`config.mk`:
```
export PLATFORM = sky130hd
export DESIGN_NAME = gpio_ctrl
export DESIGN_NICKNAME = d
export VERILOG_FILES = /design/src/rtl/gpio_ctrl.sv
export SDC_FILE = /design/constraint.sdc
export NUM_CORES = 1
export LEC_CHECK = 0
export CAP_MARGIN = 20
export CELL_PAD_IN_SITES_DETAIL_PLACEMENT = 1
export CELL_PAD_IN_SITES_GLOBAL_PLACEMENT = 2
export CORE_ASPECT_RATIO = 2
export CORE_UTILIZATION = 36
export DETAILED_ROUTE_END_ITERATION = 10
export PLACE_DENSITY_LB_ADDON = 0.1
export SETUP_SLACK_MARGIN = 0.1
export SYNTH_ARGS = -nofsm -noshare
export SYNTH_HDL_FRONTEND = slang
export SYNTH_SLANG_ARGS = --single-unit
```
`constraint.sdc`:
```
create_clock -name Clk -period 5.05 [get_ports Clk]
set_clock_uncertainty 0.15 [all_clocks]
set_input_delay 0.7575 -clock Clk [delete_from_list [all_inputs] [get_ports Clk]]
set_output_delay 0.7575 -clock Clk [all_outputs]
set_load 0.03 [all_outputs]
```
`src/rtl/gpio_ctrl.sv`:
```
// gpio_ctrl: bus-mapped GPIO controller with per-pin direction, synchronised
// inputs, atomic set/clear of the output register and edge-detect interrupt.
module gpio_ctrl #(
   parameter int              N_IO        = 32,
   parameter int              ADDR_W      = 8,
   parameter int              SYNC_STAGES = 2,
   parameter logic [N_IO-1:0] OUT_RST     = '0
) (
   input  logic              Clk,
   input  logic              Rst,
   input  logic              bus_req,
   input  logic              bus_we,
   input  logic [ADDR_W-1:0] bus_addr,
   input  logic [3:0]        bus_be,
   input  logic [31:0]       bus_wdata,
   output logic              bus_gnt,
   output logic              bus_rvalid,
   output logic [31:0]       bus_rdata,
   output logic              bus_err,
   output logic [N_IO-1:0]   io_out,
   output logic [N_IO-1:0]   io_oe,
   input  logic [N_IO-1:0]   io_in,
   output logic              irq
);

   localparam logic [2:0] A_OUT    = 3'd0;
   localparam logic [2:0] A_DIR    = 3'd1;
   localparam logic [2:0] A_IN     = 3'd2;
   localparam logic [2:0] A_RISE   = 3'd3;
   localparam logic [2:0] A_FALL   = 3'd4;
   localparam logic [2:0] A_STATUS = 3'd5;
   localparam logic [2:0] A_SET    = 3'd6;
   localparam logic [2:0] A_CLR    = 3'd7;

   // Edge detection stays masked until the synchroniser has flushed its
   // reset contents, so levels already present at reset raise no events.
   localparam int ARM_LEN = SYNC_STAGES + 1;

   logic [N_IO-1:0] out_r;
   logic [N_IO-1:0] dir_r;
   logic [N_IO-1:0] rise_en_r;
   logic [N_IO-1:0] fall_en_r;
   logic [N_IO-1:0] status_r;
   logic [N_IO-1:0] status_nx;
   logic [N_IO-1:0] sync_p [SYNC_STAGES];
   logic [N_IO-1:0] prev_p;
   logic [N_IO-1:0] sync_in;
   logic [N_IO-1:0] rise;
   logic [N_IO-1:0] fall;
   logic [2:0]      arm_cnt;
   logic            armed;
   logic [31:0]     be_mask;
   logic [N_IO-1:0] wmask;
   logic [N_IO-1:0] wbits;
   logic [31:0]     rd_val;
   logic [2:0]      reg_sel;
   logic            addr_err;
   logic            wr_en;
   logic            unused_bits;

   // Any address bit above the 32-byte window flags an error response.
   generate
      if (ADDR_W > 5) begin : g_hi_addr
         assign addr_err = |bus_addr[ADDR_W-1:5];
      end else begin : g_no_hi_addr
         assign addr_err = 1'b0;
      end
   endgenerate

   assign unused_bits = &{1'b0, bus_addr[1:0]};
   assign reg_sel     = bus_addr[4:2];
   assign wr_en       = bus_req & bus_we & ~addr_err;
   assign sync_in     = sync_p[SYNC_STAGES-1];
   assign armed       = (arm_cnt == 3'(ARM_LEN));
   assign rise        = sync_in & ~prev_p & rise_en_r & {N_IO{armed}};
   assign fall        = ~sync_in & prev_p & fall_en_r & {N_IO{armed}};
   assign io_out      = out_r;
   assign io_oe       = dir_r;

   // Byte-enable mask applied to every write, including set/clear/W1C.
   always_comb begin
      be_mask = {{8{bus_be[3]}}, {8{bus_be[2]}}, {8{bus_be[1]}}, {8{bus_be[0]}}};
      wmask   = be_mask[N_IO-1:0];
      wbits   = bus_wdata[N_IO-1:0] & wmask;
   end

   // STATUS next value: W1C first, then new events so a same-cycle event wins.
   always_comb begin
      status_nx = status_r;
      if (wr_en && (reg_sel == A_STATUS)) status_nx = status_r & ~wbits;
      status_nx = status_nx | rise | fall;
   end

   // Read mux; write-only and out-of-window locations return zero.
   always_comb begin
      rd_val = '0;
      if (!addr_err) begin
         case (reg_sel)
            A_OUT:    rd_val[N_IO-1:0] = out_r;
            A_DIR:    rd_val[N_IO-1:0] = dir_r;
            A_IN:     rd_val[N_IO-1:0] = sync_in;
            A_RISE:   rd_val[N_IO-1:0] = rise_en_r;
            A_FALL:   rd_val[N_IO-1:0] = fall_en_r;
            A_STATUS: rd_val[N_IO-1:0] = status_r;
            default:  rd_val = '0;
         endcase
      end
   end

   // Input synchroniser chain and previous-sample register for edge detection.
   always_ff @(posedge Clk) begin
      if (Rst) begin
         for (int i = 0; i < SYNC_STAGES; i++) sync_p[i] <= '0;
         prev_p <= '0;
      end else begin
         sync_p[0] <= io_in;
         for (int i = 1; i < SYNC_STAGES; i++) sync_p[i] <= sync_p[i-1];
         prev_p <= sync_in;
      end
   end

   // Control/status registers, arm counter and interrupt output.
   always_ff @(posedge Clk) begin
      if (Rst) begin
         out_r     <= OUT_RST;
         dir_r     <= '0;
         rise_en_r <= '0;
         fall_en_r <= '0;
         status_r  <= '0;
         arm_cnt   <= '0;
         irq       <= 1'b0;
      end else begin
         if (!armed) arm_cnt <= arm_cnt + 3'd1;
         status_r <= status_nx;
         irq      <= |(status_r & (rise_en_r | fall_en_r));
         if (wr_en) begin
            case (reg_sel)
               A_OUT:   out_r     <= (out_r & ~wmask) | wbits;
               A_DIR:   dir_r     <= (dir_r & ~wmask) | wbits;
               A_RISE:  rise_en_r <= (rise_en_r & ~wmask) | wbits;
               A_FALL:  fall_en_r <= (fall_en_r & ~wmask) | wbits;
               A_SET:   out_r     <= out_r | wbits;
               A_CLR:   out_r     <= out_r & ~wbits;
               default: ;
            endcase
         end
      end
   end

   // Bus response: one registered response per request, no stalls.
   always_ff @(posedge Clk) begin
      if (Rst) begin
         bus_gnt    <= 1'b0;
         bus_rvalid <= 1'b0;
         bus_err    <= 1'b0;
         bus_rdata  <= '0;
      end else begin
         bus_gnt    <= bus_req;
         bus_rvalid <= bus_req;
         bus_err    <= bus_req & addr_err;
         bus_rdata  <= (bus_req && !bus_we) ? rd_val : 32'd0;
      end
   end

endmodule

```
==> results_dict.tcl <==
set metrics [dict create \
    die_h_um 262.0 \
    worstPathArrival_ns 3.24 \
    route.detailed.wl_per_inst_um 22.07 \
    row_count 94 \
    slew_headroom 0.2023 \
    p_sw_frac 0.2390 \
    detail-route-antenna-nets 0 \
    root_buffer "clkbuf_16" \
    r2r-end "irq$_SDFF_PP0_" \
    clkTransAtPathRegs_ns 0.06 \
    die_area_sq_um 34590 \
    finalSetupTns_ns 0 \
    ys_seq_area_frac 0.4836 \
    syn-instance-count 1293 \
    grt_overflow 0 \
    num_vias 10140 \
    min_path_type "flop to flop" \
    io_buffers 177 \
    rr_worst_depth 4 \
    hold_buffers 0 \
    path_class "primary input to flop" \
    ys_ff_latch 294 \
    clock_path_buffers 3 \
    combPwrFrac 0.068 \
    antenna_cells 0 \
    start_kind "primary input" \
    ys_types 44 \
    drt-total-wl_um 41670 \
    ys_warn_count 0 \
    rsz0062_at_grt "no" \
    worstSetupEndpointType "flop" \
    worstPathMaxFanout 15 \
    grt_use_met2 0.4627 \
    cts_resized 0 \
    final_hold_viol_count 0 \
    p_sw_mw 1.164 \
    grt_pass1_wl_um 63540 \
    drc 0 \
    dieWidth_um 132.0 \
    layout_min_cycle_time_ns 2.925 \
    finalNonFillerCells 1888 \
    coreArea_sq_um 33050 \
    cp_slowest_cell "o2111a_2" \
    setup_viol 0 \
    pwr_density_cell_nw_per_um2 321.9 \
    drive_gt1_frac 0.08173 \
    whs_ns 0.2834 \
    cts.sinks 294 \
    worstSetupStartpoint "bus_addr[6]" \
    worst_pin_slew_ns 1.184 \
    use_met1 0.2698 \
    drt_iter0_markers 489 \
    drv_slew 0 \
    syn_nets 1375 \
    crit_path_end "io_out[17]$_SDFFE_PP0P_" \
    dp.cells 1836 \
    synth_area_sq_um 12170 \
    path_cells "clkdlybuf4s50_1 > nor3_4 > o2111a_2 > buf_4 > nand3_1 > a21oi_1" \
    period_share 0.5793 \
    hpwlAfterDp_um 27620 \
    netlist_top_cells_area "dfxtp_1 48%, mux2i_1 10%, o21ai_0 6.6%, nor2b_1 5.0%, nor2_1 4.3%" \
    antenna_found_initial 1 \
    pin_count 180 \
    grt_start_max_net_pins 143 \
    gp_routability_congestion 0.7990 \
    sequentialPowerShare 0.488 \
    firstDrtPassIters 5 \
    crit_required_ns 5.37 \
    ir_drop_mv 0.2676 \
    pwr-share-clk 0.444 \
    drv_cap 0 \
    busiest_layer "met2" \
    postCtsSetupBuffers 0 \
    worst_path_largest_cell_delay_ns 0.72 \
    cts_tree "yes" \
    outcome "complete, no violations" \
    fin_nets 1517 \
    syn_to_final_growth_pct 24.33 \
    grt_pass1_vias 10560 \
    grt_usage 0.2420 \
    yosysTopAreaCellShare 0.4836 \
    fin_ws_ns 2.125 \
    viasPerCell 5.372 \
    synth_area_leader_cell "dfxtp_1" \
    timing.fmax_ghz 0.3419 \
    r2r_slack_ns 2.60 \
    clk_latency_ns 0.58 \
    cts-htree-levels 1 \
    initial_core_util 0.3683 \
    numCtsBuffers 29 \
    p_leak_nw 5.932 \
    use_met3 0.02720 \
    syn_area_per_cell_sq_um 9.413 \
    post-place-ws_ns 1.588 \
    p_int_mw 3.707 \
]
-- cell type report --
| cell class | instances | area (sq um) |
|---|---|---|
| multi-input combinational | 908 | 5827 |
| fill | 3772 | 17920 |
| timing repair buffer | 198 | 1933 |
| clock inverter | 5 | 57.56 |
| tap | 432 | 540.5 |
| inverter | 4 | 15.01 |
| sequential | 294 | 5886 |
| clock buffer | 47 | 873.3 |
-- Yosys cell counts, drive strengths merged --
cell	instances
dfxtp	294
o21ai	160
nor2	139
mux2i	127
nand2	100
nor2b	98
a21oi	67
clkbuf	48
buf	39
nand3	32
nand3b	32
mux2	31
a22oi	30
nand4	21
a221oi	11
o22a	11
o22ai	9
o2bb2ai	7
a2bb2oi	4
inv	4
nand2b	4
a222oi	3
and2	3
and2b	2
ha	2
nor3	2
nor3b	2
nor4	2
o221a	2
o32ai	2
and3b	1
mux4	1
o2111a	1
o211ai	1
xor2	1
-- worst min-delay path by stage --
stage               depth (start not counted)                startpoint  slack, ns                  endpoint
global route                                1  sync_p[0][26]$_SDFF_PP0_       0.31  sync_p[0][58]$_SDFF_PP0_
floorplan                                   1   sync_p[0][0]$_SDFF_PP0_       0.26  sync_p[0][32]$_SDFF_PP0_
finish                                      1  sync_p[0][11]$_SDFF_PP0_       0.28  sync_p[0][43]$_SDFF_PP0_
global placement                            1  sync_p[0][15]$_SDFF_PP0_       0.27  sync_p[0][47]$_SDFF_PP0_
CTS                                         1  sync_p[0][11]$_SDFF_PP0_       0.29  sync_p[0][43]$_SDFF_PP0_
detailed placement                          1  sync_p[0][11]$_SDFF_PP0_       0.27  sync_p[0][43]$_SDFF_PP0_
-- worst max-delay path, delay by kind of cell --
family	cells	cell delay, ns
buf+inv	2	0.76
compound gates	2	0.91
simple gates	2	0.79
-- power groups by stage --
stage          Combinational (mW)  Sequential [mW]  Clock, mW
6_report                    0.332             2.38       2.16
5_1_grt                     0.357             2.38       2.31
4_1_cts                     0.337             2.38       2.22
3_5_place_dp                0.335             2.43          0
3_3_place_gp                0.332             2.43          0
2_1_floorplan               0.174             2.43          0
-- cell usage in the layout (no fill, tap or decap), types with 21 or more instances in the layout --
cell and n:
a22oi_1 30, mux2_2 31, buf_4 21, a21oi_1 67
mux2i_1 127, nand3b_1 32, nor2_1 139, o21ai_0 160
clkbuf_16 29, dfxtp_1 294, nor2b_1 97, nand3_1 32
nand2_1 99, clkdlybuf4s50_1 173
-- routing by layer --
metal | vias up | routed length (um) | share of wire
met5 | - | 0 | 0
met1 | 5037 | 16440 | 0.39
met4 | 0 | 1498 | 0.036
li1 | 4825 | - | -
met2 | 210 | 22330 | 0.54
met3 | 71 | 1405 | 0.034
-- stage by stage --
stage               total power [mW]    util  cell area [sq um]
global route                   5.046  0.4579              15130
detailed placement             2.765  0.4297              14200
global placement               2.761  0.4297              14200
floorplan                      2.600       -              12170
CTS                            4.932  0.4579              15130
finish                         4.871  0.4579              15130
-- kinds of logic after synthesis --
family	count (synthesis)	share of synthesized area
buffers and inverters	91	0.03783
AOI/OAI and AO/OA	308	0.1476
muxes	159	0.1350
DFF	294	0.4836
and+or+nand+nor	438	0.1932
xor gates and xnor gates	1	0.0007198
adders and majority gates	2	0.002056
(Power assumes the default switching activity.)
